==> config.mk <==
export PLATFORM = sky130hd
export DESIGN_NAME = fp_mul_datapath
export DESIGN_NICKNAME = d
export VERILOG_FILES = /design/src/rtl/fp_mul_pkg.sv /design/src/rtl/fp_norm_round.sv /design/src/rtl/fp_mul_datapath.sv
export SDC_FILE = /design/constraint.sdc
export NUM_CORES = 1
export LEC_CHECK = 0
export ABC_AREA = 1
export ABC_CLOCK_PERIOD_IN_PS = 5600
export BUFFER_PORTS_ARGS = -buffer_cell sky130_fd_sc_hd__buf_2
export CAP_MARGIN = 20
export CORE_ASPECT_RATIO = 1.2
export CORE_MARGIN = 1
export CORE_UTILIZATION = 45
export DETAILED_ROUTE_END_ITERATION = 8
export PLACE_DENSITY = 0.59
export SYNTH_ARGS = -nofsm -noshare
export SYNTH_HDL_FRONTEND = slang
export SYNTH_SLANG_ARGS = --single-unit
export TNS_END_PERCENT = 1
==> constraint.sdc <==
create_clock -name CLK -period 5.6 [get_ports CLK]
set_input_delay 0.28 -clock CLK [delete_from_list [all_inputs] [get_ports CLK]]
set_output_delay 0.28 -clock CLK [all_outputs]
set_load 0.05 [all_outputs]
==> src/rtl/fp_mul_pkg.sv <==
// fp_mul_pkg: shared widths, field positions and FSM states for the iterative FP multiplier
package fp_mul_pkg;
    localparam int EXP_W  = 8;
    localparam int MAN_W  = 23;
    localparam int BIAS   = 127;
    localparam int W      = 1 + EXP_W + MAN_W;
    localparam int SIG_W  = MAN_W + 1;
    localparam int PROD_W = 2 * SIG_W;
    localparam int CNT_W  = $clog2(SIG_W + 1);
    localparam int E_W    = EXP_W + 2;
    localparam int SIGN_B = W - 1;
    localparam int EXP_HI = W - 2;
    localparam int EXP_LO = MAN_W;
    localparam logic signed [E_W-1:0] E_MAX = E_W'((1 << EXP_W) - 1);
    typedef enum logic [1:0] {IDLE, ITER, NORM, DONE} state_t;
    function automatic logic [SIG_W-1:0] sig_of(input logic [W-1:0] x);
        return {1'b1, x[MAN_W-1:0]};
    endfunction
endpackage

==> src/rtl/fp_norm_round.sv <==
// fp_norm_round: normalize, round and pack the raw significand product
// FPMUL_ROUND_RNE_EN selects round-to-nearest-even; otherwise the mantissa is truncated
module fp_norm_round
    import fp_mul_pkg::*;
(
    input  logic [PROD_W-1:0]       prod,
    input  logic signed [E_W-1:0]   e_sum,
    input  logic                    sign,
    output logic [W-1:0]            res,
    output logic                    ovf,
    output logic                    unf
);
    logic                  msb;
    logic [MAN_W-1:0]      man_t, man;
    logic signed [E_W-1:0] e_n, e;
    assign msb   = prod[PROD_W-1];
    assign e_n   = e_sum + $signed({{(E_W-1){1'b0}}, msb});
    assign man_t = msb ? prod[PROD_W-2 -: MAN_W] : prod[PROD_W-3 -: MAN_W];
`ifdef FPMUL_ROUND_RNE_EN
    logic g, s, rnd, cy;
    assign g   = msb ? prod[SIG_W-1] : prod[SIG_W-2];
    assign s   = msb ? |prod[SIG_W-2:0] : |prod[SIG_W-3:0];
    assign rnd = g & (s | man_t[0]);
    // an all-ones mantissa rounding up wraps to 1.0 of the next binade
    assign {cy, man} = {1'b0, man_t} + (MAN_W+1)'(rnd);
    assign e   = e_n + $signed({{(E_W-1){1'b0}}, cy});
`else
    assign man = man_t;
    assign e   = e_n;
`endif
    assign ovf = e >= E_MAX;
    assign unf = e[E_W-1] | (e == '0);
    assign res = ovf ? {sign, {EXP_W{1'b1}}, {MAN_W{1'b0}}}
               : unf ? {sign, {(W-1){1'b0}}}
               : {sign, e[EXP_W-1:0], man};
endmodule

==> src/rtl/fp_mul_datapath.sv <==
// fp_mul_datapath: shift-add single-precision multiplier datapath driven by Init_En/WE/RE
// rounding mode set by FPMUL_ROUND_RNE_EN inside fp_norm_round
module fp_mul_datapath
    import fp_mul_pkg::*;
(
    input  logic         CLK,
    input  logic         Reset,
    input  logic         Init_En,
    input  logic         WE,
    input  logic         RE,
    input  logic [W-1:0] A,
    input  logic [W-1:0] B,
    output logic         DoneC,
    output logic [W-1:0] Result,
    output logic [1:0]   Flags
);
    state_t                state, state_nx;
    logic                  sign_q, zero_q, done_q;
    logic [EXP_W-1:0]      ea_q, eb_q;
    logic [SIG_W-1:0]      mcand_q, mplier_q;
    logic [PROD_W-1:0]     prod_q;
    logic [CNT_W-1:0]      cnt_q;
    logic [W-1:0]          res_q, nr_res;
    logic [1:0]            flags_q;
    logic                  nr_ovf, nr_unf;
    logic signed [E_W-1:0] e_sum;
    logic                  step, norm;
    assign step  = WE && state == ITER;
    assign norm  = WE && state == NORM;
    assign e_sum = $signed({2'b00, ea_q}) + $signed({2'b00, eb_q}) - $signed(E_W'(BIAS));
    fp_norm_round u_nr (
        .prod  (prod_q),
        .e_sum (e_sum),
        .sign  (sign_q),
        .res   (nr_res),
        .ovf   (nr_ovf),
        .unf   (nr_unf)
    );
    always_ff @(posedge CLK or posedge Reset)
        if (Reset) state <= IDLE;
        else       state <= state_nx;
    always_comb begin
        state_nx = Init_En ? ITER
                 : (step && cnt_q == CNT_W'(SIG_W - 1)) ? NORM
                 : norm ? DONE
                 : state;
    end
    // zero operands still run the full iteration so latency never depends on data
    always_ff @(posedge CLK or posedge Reset) begin
        if (Reset) begin
            sign_q   <= 1'b0;
            zero_q   <= 1'b0;
            ea_q     <= '0;
            eb_q     <= '0;
            mcand_q  <= '0;
            mplier_q <= '0;
            prod_q   <= '0;
            cnt_q    <= '0;
            res_q    <= '0;
            flags_q  <= '0;
            done_q   <= 1'b0;
        end else if (Init_En) begin
            sign_q   <= A[SIGN_B] ^ B[SIGN_B];
            zero_q   <= (A[EXP_HI:EXP_LO] == '0) || (B[EXP_HI:EXP_LO] == '0);
            ea_q     <= A[EXP_HI:EXP_LO];
            eb_q     <= B[EXP_HI:EXP_LO];
            mcand_q  <= sig_of(A);
            mplier_q <= sig_of(B);
            prod_q   <= '0;
            cnt_q    <= '0;
            done_q   <= 1'b0;
        end else if (step) begin
            if (mplier_q[0]) prod_q <= prod_q + (PROD_W'(mcand_q) << cnt_q);
            mplier_q <= mplier_q >> 1;
            cnt_q    <= cnt_q + CNT_W'(1);
        end else if (norm) begin
            res_q    <= zero_q ? {sign_q, {(W-1){1'b0}}} : nr_res;
            flags_q  <= zero_q ? 2'b00 : {nr_ovf, nr_unf};
            done_q   <= 1'b1;
        end
    end
    assign DoneC  = done_q;
    assign Flags  = flags_q;
    assign Result = RE ? res_q : '0;
endmodule

==> summary.md, run 1 <==
| Metric | Value |
|---|---|
| Startpoint class of the critical path | `flop` |
| Skew-Pair Late Insertion Delay | `between 0.4 and 0.5 ns` |
| Clock network fraction of total power | `a little over a quarter` |
| DR WL/cell | `approximately 16 um` |
| Core ar. | `between 0.02 and 0.03 mm2` |
| First-pass GRT wire length | `64,290 um` |
| Max layer used | `met4` |
| Site Rows | `67` |
| CTS tree | `built` |
| Clock skew | `~0.018 ns` |
| Worst R2R End | `prod_q[36]` |
| Met2 wire length | `19,720 um` |
| CTS Root Buffer Type | `clkbuf_16` |
| DP Wirelength | `roughly 32,000 um` |
| Synth Register Bits | `about 160` |
| Rel. slew slack | `between 30% and 40%` |
| CTS buffer count | `17` |
| CP Depth | `16` |
| Routed vias | `12,880` |
| VDD IR max | `about 0.22 mV` |
| Placed Cells | `2,497` |
| Mapped Nets | `approximately 2,200` |
| IO buf count | `103` |
| Routed wl met3 | `~2000 um` |
| Syn_area_per_cell | `roughly 6 um2` |
| DRC violations left | `0` |
| Critical path, cell by cell | `inv_1 > o21ai_0 > nand2_1 > o21ai_0 > nor2_1 > ha_1 > nand2_1 > inv_1 > nand2_1 > nor2_1 > nand4_1 > nand3_1 > nand2_1 > nand3_1 > nand2_1 > o21ai_0` |
| Number of flops mapped to enable cells by yosys | `0` |
| Nets | `2,274` |
| Total Power | `about 4.2 mW` |
| GRT Total Usage | `29.09%` |
| Total Wirelength | `just over 40,000 um` |
| Combinational group share of total power | `42.4%` |
| Final setup margin | `1.137 ns` |
| # fillers | `around 3,000` |
| Die W | `155.4 um` |
| Crit. Startpoint | `cnt_q[2]` |
| Initial antenna violation count | `0` |
| Warnings, synthesis | `0` |
| Cell-internal power | `~2.3 mW` |
| Post-CTS Resized | `0` |
| Setup TNS | `0 ns` |
| CP Capture Point | `prod_q[36]` |
| Flop2flop setup slack | `about 1.1 ns` |
| Hold_buf cts | `0` |
| Max Slew Vio Count | `0` |
| Reg-to-reg startpoint | `cnt_q[2]` |
| Top-Level Pins | `104` |
| Ys flop type | `dfrtp_1` |
| Worst Path Required | `5.97 ns` |
| RD Place Congestion | `about 1.0` |
| Seq/Total Area, Yosys | `30.70%` |
| Final ANT Viol Nets | `0` |
| Tcrit/Tclk final | `between 70 and 80%` |
| Post-synthesis cell type count | `52` |
| PD cells | `approximately 300 mW/mm2` |
| Max Buffers Root-to-Sink | `2` |
| Top Family by Delay on Critical Path | `simple AND/OR/NAND/NOR gates` |
| Endpoints failing hold | `0` |
| DRT Pass-1 Iters | `7` |
| Area Growth Syn to Fin | `10.29%` |
| CTS sink count | `about 160` |
| WL met1 | `between 15,000 and 20,000 um` |
| Minimum clock period | `about 4.5 ns` |
| # H-tree levels | `4` |
| Worst Path Max Fanout | `30` |
| Ys async rst share | `100.0%` |
| DP Worst Slack | `~1.3 ns` |
| Initial DRC count | `between 900 and 1,000` |
| Hold WC Path Type | `in -> reg` |
| Fin Hold WS | `0.03382 ns` |
| Max Cap Violations | `0` |
| Reg2Reg Depth | `16` |
| Vias in the first global route | `approximately 12,000` |
| RSZ-0062 raised after global routing | `false` |
| CP max-delay cell | `dfrtp_1` |
| Final setup vio count | `0` |
| Via-per-instance ratio | `just over 5` |
| Post-Layout Cell Count | `around 2,500` |
| Switching part of the total | `between 40% and 50%` |
| CP most frequent cell | `nand2_1` |
| Clock Pin Slew Worst Setup and Hold Paths | `roughly 0.080 ns` |
| Post-CTS setup buffers | `0` |
| P_sw | `between 1.5 and 2 mW` |
| Status | `complete, no violations` |
| ANT cells | `0` |
| Synth Instances | `between 2,000 and 2,500` |
| Die height | `186.1 um` |
| Setup crit end kind | `flop` |
| Initial Utilization | `45.68%` |
| Slew @ Worst Pin | `roughly 1 ns` |
| Largest stage delay, worst path | `roughly 0.92 ns` |
| Pleak | `approximately 8 nW` |
| Die area | `a little under 0.03 mm2` |
| Critical path type | `reg -> reg` |
| Worst EP arrival | `4.83 ns` |
| Synthesized area | `0.01271 mm2` |
| Max Fclk | `~220 MHz` |
| Share of layout cells above drive strength 1 | `under 10%` |
| CP bufs+invs | `2` |
| Gr ovfl total | `0` |
| Pin count of the biggest net entering global routing | `106` |
| Sequential power share | `30.7%` |
## registers in the layout, indices dropped and copies added (netlist names)
| name | flops |
|---|---|
| Flags | 2 |
| sign_q | 1 |
| prod_q | 48 |
| cnt_q | 5 |
| eb_q | 8 |
| ea_q | 8 |
| mcand_q | 24 |
| mplier_q | 24 |
| state | 2 |
| DoneC | 1 |
| res_q | 32 |
| zero_q | 1 |
## tightest hold or removal path, stage by stage
cell,delay [ns]
buf_2,0.07
nand2_1,0.04
o21ai_0,0.05
## per-stage QoR
| step | utilization [%] | area [um2] |
|---|---|---|
| 6_report | 50.39 | 14020 |
| 5_1_grt | 50.39 | 14020 |
| 4_1_cts | 50.25 | 13990 |
| 3_5_place_dp | 48.27 | 13430 |
| 3_3_place_gp | 48.27 | 13430 |
| 2_1_floorplan | - | 12710 |
## power by group through the flow
stage	clock [mW]	sequential [mW]	combinational, mW
after global placement	0	1.32	1.77
after floorplan	0	1.27	1.33
after CTS	1.16	1.30	1.78
final	1.14	1.30	1.80
after detailed placement	0	1.32	1.77
after global routing	1.20	1.31	2.03
## synth_stat cells, types with 13 or more instances
cell | number | area [um2]
nand2_1 | 855 | 3209
inv_1 | 293 | 1100
nor2_1 | 157 | 589.3
dfrtp_1 | 156 | 3904
o21ai_0 | 139 | 695.7
nand3_1 | 107 | 535.5
ha_1 | 64 | 800.8
a21oi_1 | 50 | 250.2
clkbuf_1 | 37 | 138.9
o21ai_1 | 34 | 170.2
nand4_1 | 20 | 125.1
buf_2 | 16 | 80.08
nor3_1 | 14 | 70.07
o211ai_1 | 13 | 97.59
## per-layer routing
metal | GRT usage, % | vias to the layer above
met1 | 38.51 | 5881
met2 | 50.21 | 342
met4 | 6.941 | 0
li1 | - | 6624
met5 | 0 | -
met3 | 3.939 | 37
## cells in the final DEF, fill, tap and decap left out, types with 4 or more instances in the layout
| cell type | synthesis | layout |
|---|---|---|
| a21o_1 | 4 | 4 |
| a21oi_1 | 50 | 50 |
| and2_1 | 4 | 4 |
| buf_2 | 16 | 103 |
| buf_4 | 3 | 9 |
| clkbuf_16 | 0 | 17 |
| clkinv_4 | 0 | 4 |
| dfrtp_1 | 156 | 156 |
| ha_1 | 64 | 64 |
| inv_1 | 293 | 292 |
| inv_2 | 6 | 6 |
| inv_6 | 0 | 4 |
| mux2i_1 | 11 | 11 |
| nand2_1 | 855 | 855 |
| nand2_2 | 8 | 8 |
| nand3_1 | 107 | 107 |
| nand3b_1 | 4 | 4 |
| nand4_1 | 20 | 20 |
| nor2_1 | 157 | 157 |
| nor3_1 | 14 | 14 |
| nor4_1 | 7 | 7 |
| o211ai_1 | 13 | 13 |
| o21a_1 | 4 | 4 |
| o21ai_0 | 139 | 139 |
| o21ai_1 | 34 | 34 |
| o21bai_1 | 7 | 7 |
| o22ai_1 | 5 | 5 |
| xnor2_1 | 6 | 6 |
## worst min path at each step
stage / startpoint / end / slack (ns) / cells past startpoint
6_report: A[8] / mcand_q[8] / 0.03 / 3
5_1_grt: A[11] / mcand_q[11] / 0.04 / 3
4_1_cts: A[8] / mcand_q[8] / 0.03 / 3
3_5_place_dp: Flags[0] / Flags[0] / 0.46 / 2
3_3_place_gp: Flags[1] / Flags[1] / 0.46 / 2
2_1_floorplan: B[24] / eb_q[1] / 0.40 / 2
## final cells by class
cell class                      count  area (um2)  share of cell area, %
Inverter                          302        1142                  8.146
Tap cell                          379       474.2                  3.382
Timing Repair Buffer              114       620.6                  4.425
Multi-Input combinational cell   1548        7331                  52.28
Sequential cell                   156        3904                  27.84
Clock inverter                     13       108.9                 0.7762
Clock buffer                       19       442.9                  3.158
## cells by family after synthesis
group           share of synthesized area, %
compound gates                         11.84
flops                                  30.70
buf+inv                                11.64
fa+ha+maj                              6.613
simple gates                           37.77
xor+xnor                              0.4822
mux                                   0.9546
No activity file was read; power rests on OpenSTA's default activity.
==> run 2, diff against run 1 <==
Settings changed: ABC_CLOCK_PERIOD_IN_PS 5600 to 4000, PLACE_DENSITY 0.59 to 0.61.
Clock period 5.6 ns to 4 ns, I/O delays scaled along.
==> summary.md, run 2 (synthesized netlist as in run 1, its figures left out) <==
| Metric | Value |
|---|---|
| Status | `complete, no violations (unchanged)` |
| IO buf count | `103 (unchanged)` |
| Routed vias | `13,260 (was 12,880)` |
| Total Wirelength | `41,630 um (was 41,190 um)` |
| First-pass GRT wire length | `66,400 um (was 64,290 um)` |
| Crit. Startpoint | `cnt_q[0] (was cnt_q[2])` |
| Worst Path Required | `4.35 ns (was 5.97 ns)` |
| DRC violations left | `0 (unchanged)` |
| Critical path type | `reg -> reg (unchanged)` |
| Skew-Pair Late Insertion Delay | `0.46 ns (was 0.45 ns)` |
| Die area | `0.02893 mm2 (unchanged)` |
| Share of layout cells above drive strength 1 | `8.607% (was 8.225%)` |
| Commonest non-fill, non-tap cell in the layout | `nand2_1 (unchanged)` |
| Tcrit/Tclk final | `95.18% (was 79.69%)` |
| Setup TNS | `0 ns (unchanged)` |
| CTS buffer count | `17 (unchanged)` |
| Max Slew Vio Count | `0 (unchanged)` |
| Initial antenna violation count | `1 (was 0)` |
| Nets | `2,341 (was 2,274)` |
| Max Buffers Root-to-Sink | `2 (unchanged)` |
| Placed Cells | `2,508 (was 2,497)` |
| CTS Root Buffer Type | `clkbuf_16 (unchanged)` |
| Reg2Reg Depth | `18 (was 16)` |
| Pleak | `8.306 nW (was 7.998 nW)` |
| Largest stage delay, worst path | `0.48 ns (was 0.92 ns)` |
| Slew @ Worst Pin | `0.9285 ns (was 1.029 ns)` |
| Biggest regs | `prod_q (48), res_q (32) (unchanged)` |
| Critical path, cell by cell | `buf_12 > nand2_1 > o21ai_0 > or2_2 > o21ai_0 > mux2i_1 > o21ai_0 > o21ai_0 > ha_1 > nand2_1 > nor2_1 > nand2_1 > nor2_1 > nand4_1 > nand3_1 > nand2_1 > nand3_1 > nand2_1 (was inv_1 > o21ai_0 > nand2_1 > o21ai_0 > nor2_1 > ha_1 > nand2_1 > inv_1 > nand2_1 > nor2_1 > nand4_1 > nand3_1 > nand2_1 > nand3_1 > nand2_1 > o21ai_0)` |
| Worst EP arrival | `4.16 ns (was 4.83 ns)` |
| Max reg flops | `48 (unchanged)` |
| Minimum clock period | `3.807 ns (was 4.463 ns)` |
| Reg with most FFs | `prod_q (unchanged)` |
| RSZ-0062 raised after global routing | `false (unchanged)` |
| Pin count of the biggest net entering global routing | `56 (was 106)` |
| Post-Layout Cell Count | `2,599 (was 2,531)` |
| CTS sink count | `156 (unchanged)` |
| CP most frequent cell | `nand2_1 (unchanged)` |
| Startpoint class of the critical path | `flop (unchanged)` |
| Site Rows | `67 (unchanged)` |
| Clock Pin Slew Worst Setup and Hold Paths | `0.09 ns (was 0.08 ns)` |
| Fin Hold WS | `0.01519 ns (was 0.03382 ns)` |
| Vias in the first global route | `12,650 (was 11,940)` |
| Area Growth Syn to Fin | `15.74% (was 10.29%)` |
| CP max-delay cell | `ha_1 (was dfrtp_1)` |
| VDD IR max | `0.2902 mV (was 0.2226 mV)` |
| DRT Pass-1 Iters | `9 (was 7)` |
| Clock skew | `0.02081 ns (was 0.01755 ns)` |
| CP Depth | `18 (was 16)` |
| # H-tree levels | `4 (unchanged)` |
| Initial DRC count | `1,082 (was 947)` |
| Setup crit end kind | `flop (unchanged)` |
| Initial Utilization | `45.68% (unchanged)` |
| Post-CTS setup buffers | `0 (unchanged)` |
| Worst Path Max Fanout | `44 (was 30)` |
| PD cells | `420.9 mW/mm2 (was 301.9 mW/mm2)` |
| CTS tree | `built (unchanged)` |
| GRT Total Usage | `29.82% (was 29.09%)` |
| Hold Path Stages | `3 (unchanged)` |
| Endpoints failing hold | `0 (unchanged)` |
| DR WL/cell | `16.02 um (was 16.27 um)` |
| Max Cap Violations | `0 (unchanged)` |
| Rel. slew slack | `38.01% (was 31.18%)` |
| Via-per-instance ratio | `5.103 (was 5.090)` |
| Final setup vio count | `0 (unchanged)` |
| Hold WC Path Type | `in -> reg (unchanged)` |
| RD Place Congestion | `1.126 (was 0.9962)` |
| CP bufs+invs | `1 (was 2)` |
| Top-Level Pins | `104 (unchanged)` |
| Die W | `155.4 um (unchanged)` |
| Final ANT Viol Nets | `0 (unchanged)` |
| Top Family by Delay on Critical Path | `simple AND/OR/NAND/NOR gates (unchanged)` |
| Total Power | `6.195 mW (was 4.234 mW)` |
| Gr ovfl total | `0 (unchanged)` |
| Max Fclk | `262.7 MHz (was 224.1 MHz)` |
| Most frequent cells in the layout | `855 x nand2_1, 292 x inv_1, 156 x dfrtp_1, 155 x nor2_1, 134 x o21ai_0 (was 855 x nand2_1, 292 x inv_1, 157 x nor2_1, 156 x dfrtp_1, 139 x o21ai_0)` |
| Hold Crit Start | `B[15] (was A[8])` |
| DP Wirelength | `31,910 um (was 31,890 um)` |
| Core ar. | `0.02783 mm2 (unchanged)` |
| Die height | `186.1 um (unchanged)` |
| Reg-to-reg startpoint | `cnt_q[0] (was cnt_q[2])` |
-- run 2: area by class of cell --
| class | instances | area [um2] |
|---|---|---|
| clock inverters | 15 | 172.7 |
| clock buffers | 17 | 425.4 |
| repair buffers | 181 | 1259 |
| well taps | 379 | 474.2 |
| diodes | 1 | 2.502 |
| fillers | 2906 | 13120 |
| multi-input cells | 1548 | 7338 |
| flip-flops and latches | 156 | 3904 |
| inverters | 302 | 1141 |
-- run 2: repair_timing --
action	CTS	global route
hold endpoints to repair	81	0
resized for setup	0	8
hold buffers	58	0
setup endpoints to repair	0	10
-- run 2: final timing paths --
kind	to	slack (ns)
worst max-delay path	prod_q[40]	0.19
worst min register to register	eb_q[1]	0.48
min in group asynchronous	mplier_q[2]	0.36
worst min-delay path	mplier_q[15]	0.02
max in group asynchronous	prod_q[20]	2.43
worst max register to register	prod_q[40]	0.19
-- run 2: power by group --
group          total, mW  switching (mW)  internal (mW)
Clock               1.75           0.807          0.946
Sequential          1.78          0.0799           1.70
Combinational       2.67            1.84          0.828
Total               6.19            2.72           3.47
-- run 2: worst register-to-register path, stage by stage (launching register included) --
cell	delay (ns)
dfrtp_1	0.42
buf_12	0.19
nand2_1	0.08
o21ai_0	0.11
or2_2	0.29
o21ai_0	0.16
mux2i_1	0.17
o21ai_0	0.26
o21ai_0	0.28
ha_1	0.48
nand2_1	0.13
nor2_1	0.22
nand2_1	0.13
nor2_1	0.20
nand4_1	0.22
nand3_1	0.15
nand2_1	0.06
nand3_1	0.11
nand2_1	0.06
-- run 2: stage by stage --
step | area, um2 | utilization, % | setup WS [ns]
after floorplan | 12720 | - | 1.210
after global placement | 13530 | 48.61 | 0.1842
after detailed placement | 13530 | 48.61 | 0.2358
after CTS | 14710 | 52.84 | 0.2149
after global routing | 14720 | 52.88 | 0.008976
final | 14720 | 52.88 | 0.1928
-- run 2: routing by layer --
metal / track usage, % / part of all wire (%) / vias up
met4: 13.14 / 3.7 / 0
met1: 37.97 / 44 / 6064
met2: 51.07 / 48 / 374
met3: 3.429 / 4.7 / 77
met5: 0 / 0 / -
li1: - / - / 6748
==> run 3, diff against run 2 <==
Settings changed: ABC_AREA 1 to 0, PLACE_DENSITY 0.61 to 0.62.
==> summary.md, run 3 <==
| Metric | Value |
|---|---|
| Reg-to-reg startpoint | `cnt_q[1] (was cnt_q[0])` |
| Critical path type | `reg -> reg (unchanged)` |
| Top cell type's share of synthesized area | `35.14% (was 30.70%)` |
| Syn_area_per_cell | `8.838 um2 (was 6.128 um2)` |
| Max Slew Vio Count | `0 (unchanged)` |
| Ys async rst share | `100.0% (unchanged)` |
| Synth Area in Simple Gates | `16.59% (was 37.77%)` |
| Warnings, synthesis | `0 (unchanged)` |
| Setup crit end kind | `flop (unchanged)` |
| Post-Layout Cell Count | `1,861 (was 2,599)` |
| Total Wirelength | `30,980 um (was 41,630 um)` |
| Clock Pin Slew Worst Setup and Hold Paths | `0.07 ns (was 0.09 ns)` |
| Top-Level Pins | `104 (unchanged)` |
| Biggest regs | `prod_q (48), res_q (32) (unchanged)` |
| PD cells | `343.6 mW/mm2 (was 420.9 mW/mm2)` |
| IO buf count | `103 (unchanged)` |
| CP Capture Point | `prod_q[38] (was prod_q[40])` |
| Worst R2R End | `prod_q[38] (was prod_q[40])` |
| Final setup vio count | `10 (was 0)` |
| Commonest non-fill, non-tap cell in the layout | `nand2_1 (unchanged)` |
| Reg2Reg Depth | `17 (was 18)` |
| Via-per-instance ratio | `5.490 (was 5.103)` |
| Synth Register Bits | `156 (unchanged)` |
| Status | `finished, violations left (was complete, no violations)` |
| Gr ovfl total | `0 (unchanged)` |
| Routed vias | `10,220 (was 13,260)` |
| Worst Path Required | `4.37 ns (was 4.35 ns)` |
| Flop2flop setup slack | `-0.11 ns (was 0.19 ns)` |
| Endpoints failing hold | `0 (unchanged)` |
| Post-synthesis cell type count | `67 (was 52)` |
| ANT cells | `0 (was 1)` |
| Crit. Startpoint | `cnt_q[1] (was cnt_q[0])` |
| Final setup margin | `-0.1098 ns (was 0.1928 ns)` |
| Mapped Nets | `1,392 (was 2,210)` |
| Hold WC Path Type | `in -> reg (unchanged)` |
| First-pass GRT wire length | `49,940 um (was 66,400 um)` |
| Worst Path Max Fanout | `6 (was 44)` |
| Max Buffers Root-to-Sink | `2 (unchanged)` |
| Synthesized area | `0.01111 mm2 (was 0.01271 mm2)` |
| Site Rows | `62 (was 67)` |
| Most frequent cells in the layout | `187 x nand2_1, 173 x buf_4, 154 x dfrtp_1, 102 x buf_2, 84 x o21ai_0 (was 855 x nand2_1, 292 x inv_1, 156 x dfrtp_1, 155 x nor2_1, 134 x o21ai_0)` |
| Area share of fa/ha/maj cells after synthesis | `7.568% (was 6.613%)` |
| Total Power | `5.085 mW (was 6.195 mW)` |
| GRT Total Usage | `24.46% (was 29.82%)` |
| Startpoint class of the critical path | `flop (unchanged)` |
| Number of flops mapped to enable cells by yosys | `0 (unchanged)` |
| Worst EP arrival | `4.48 ns (was 4.16 ns)` |
| Synth area leaders | `dfrtp_1 35%, mux2i_1 7.8%, ha_1 7.2% (was dfrtp_1 31%, nand2_1 25%, inv_1 8.6%)` |
| Synth Area in XOR/XNOR | `3.469% (was 0.4822%)` |
| Skew-Pair Late Insertion Delay | `0.44 ns (was 0.46 ns)` |
| Initial antenna violation count | `0 (was 1)` |
| DP Wirelength | `22,130 um (was 31,910 um)` |
| Clock skew | `0.01192 ns (was 0.02081 ns)` |
| Area Growth Syn to Fin | `33.22% (was 15.74%)` |
| Max reg flops | `48 (unchanged)` |
| Post-route cell area | `0.01480 mm2 (was 0.01472 mm2)` |
| Synth cell count leaders | `188 x nand2_1, 156 x dfrtp_1, 109 x o21ai_0 (was 855 x nand2_1, 293 x inv_1, 157 x nor2_1)` |
| DRT Pass-1 Iters | `5 (was 9)` |
| CTS tree | `built (unchanged)` |
| CTS sink count | `156 (unchanged)` |
| Die height | `174.1 um (was 186.1 um)` |
| DP Worst Slack | `-0.2173 ns (was 0.2358 ns)` |
| Pin count of the biggest net entering global routing | `96 (was 56)` |
| Failing checks | `negative setup slack` |
| Most frequent cell after synthesis | `nand2_1 (unchanged)` |
| Initial Utilization | `46.20% (was 45.68%)` |
| Ys flop type | `dfrtp_1 (unchanged)` |
| Vias in the first global route | `10,080 (was 12,650)` |
| Max Fclk | `243.3 MHz (was 262.7 MHz)` |
| CTS buffer count | `17 (unchanged)` |
| Synth Instances | `1,257 (was 2,075)` |
| Tcrit/Tclk final | `102.7% (was 95.18%)` |
| Placed Cells | `1,767 (was 2,508)` |
| # H-tree levels | `4 (unchanged)` |
| Rel. slew slack | `39.85% (was 38.01%)` |
| Placement Cell Area | `0.01303 mm2 (was 0.01353 mm2)` |
| Slew @ Worst Pin | `0.8989 ns (was 0.9285 ns)` |
| Max Cap Violations | `0 (unchanged)` |
| Core ar. | `0.02405 mm2 (was 0.02783 mm2)` |
| RSZ-0062 raised after global routing | `true (was false)` |
| DRC violations left | `0 (unchanged)` |
| Final ANT Viol Nets | `0 (unchanged)` |
| Compound-gate portion of the synthesized area | `18.58% (was 11.84%)` |
| Largest family of logic cells by synthesized area | `compound AO/OA/AOI/OAI gates (was simple AND/OR/NAND/NOR gates)` |
| CTS Root Buffer Type | `clkbuf_16 (unchanged)` |
| Pleak | `6.810 nW (was 8.306 nW)` |
| RD Place Congestion | `0.9160 (was 1.126)` |
| Nets | `1,663 (was 2,341)` |
| Die W | `145.4 um (was 155.4 um)` |
| VDD IR max | `0.2822 mV (was 0.2902 mV)` |
| Yosys top cell by area | `dfrtp_1 (unchanged)` |
| Seq/Total Area, Yosys | `35.14% (was 30.70%)` |
| Minimum clock period | `4.110 ns (was 3.807 ns)` |
| Post-synthesis mux area share | `15.04% (was 0.9545%)` |
| Initial DRC count | `623 (was 1,082)` |
| Share of layout cells above drive strength 1 | `31.41% (was 8.607%)` |
| Die area | `0.02532 mm2 (was 0.02893 mm2)` |
| DR WL/cell | `16.64 um (was 16.02 um)` |
| Reg with most FFs | `prod_q (unchanged)` |
-- run 3: cell types whose count changed after synthesis, moves of 30 or more --
| cell | before | now |
|---|---|---|
| nand2_1 | 855 | 188 |
| inv_1 | 293 | 25 |
| nand3_1 | 107 | 14 |
| nor2_1 | 157 | 79 |
| mux2i_1 | 11 | 87 |
| mux2_2 | 1 | 53 |
| a21oi_1 | 50 | 95 |
| and2_1 | 4 | 42 |
| clkbuf_1 | 37 | 70 |
| o21ai_1 | 34 | 3 |
| o21ai_0 | 139 | 109 |
-- run 3: cells by family after synthesis --
logic type	count (synthesis)
multiplexers	149
AND/OR/NAND/NOR	402
AO/OA/AOI/OAI	333
XOR/XNOR	44
flip-flops	156
buffers and inverters	107
adder cells (fa/ha/maj)	66
-- run 3: through the flow --
step	hold WS, ns	util, %	TNS (ns)
after floorplan	0.3210	-	-4.650
after global placement	0.1422	54.16	-0.9953
after detailed placement	0.1431	54.16	-1.289
after CTS	0.0003722	58.89	-0.3276
after global routing	0.01427	61.55	-5.573
final	0.01491	61.55	-0.5543
-- run 3: power by group --
part           switching, mW  internal (mW)  total (mW)
logic                  0.834          0.816        1.65
registers             0.0814           1.67        1.75
clock network          0.766          0.914        1.68
-- run 3: final cells by class --
class / count / area, um2
Fill cell: 2088 / 9248
Multi-Input combinational cell: 994 / 7316
Sequential cell: 156 / 3906
Timing Repair Buffer: 332 / 2462
Clock buffer: 18 / 439.2
Tap cell: 320 / 400.4
Clock inverter: 14 / 168.9
Inverter: 27 / 107.6
-- run 3: how the worst min path moves through the flow --
stage | to | depth (start not counted) | startpoint | slack [ns]
final | mplier_q[22] | 3 | B[22] | 0.01
after global routing | eb_q[6] | 2 | B[29] | 0.01
after CTS | eb_q[5] | 2 | B[28] | 0.0004
after detailed placement | mplier_q[15] | 2 | Reset | 0.14
after global placement | mplier_q[15] | 2 | Reset | 0.14
after floorplan | ea_q[0] | 2 | A[23] | 0.32
-- run 3: worst max-delay path, cell delays in order, from the launching register on --
cell	delay, ns
dfrtp_2	0.52
buf_12	0.18
mux2i_2	0.27
mux2i_2	0.15
mux2i_2	0.31
nor2_1	0.12
ha_1	0.32
a21o_1	0.21
a221oi_2	0.35
o21ba_4	0.22
o31ai_4	0.06
a21o_4	0.24
a31oi_4	0.20
o21a_1	0.22
buf_4	0.14
o21a_1	0.17
mux2i_1	0.23
a21o_1	0.11
-- run 3: per-layer routing --
layer	global-route usage, %	wire length (um)	up-vias
li1	-	-	5055
met1	30.11	13520	4867
met2	42.61	15350	224
met3	3.858	1087	70
met4	10.00	1013	0
met5	0	0	-
-- run 3: timing repair --
action / CTS / global route
endpoints found under the hold margin: 54 / 0
setup buffers: 1 / 10
cloned: 0 / 3
pin swaps: 2 / 33
gates resized for setup: 16 / 119
endpoints found under the setup margin: 17 / 50
hold buffers: 48 / 0
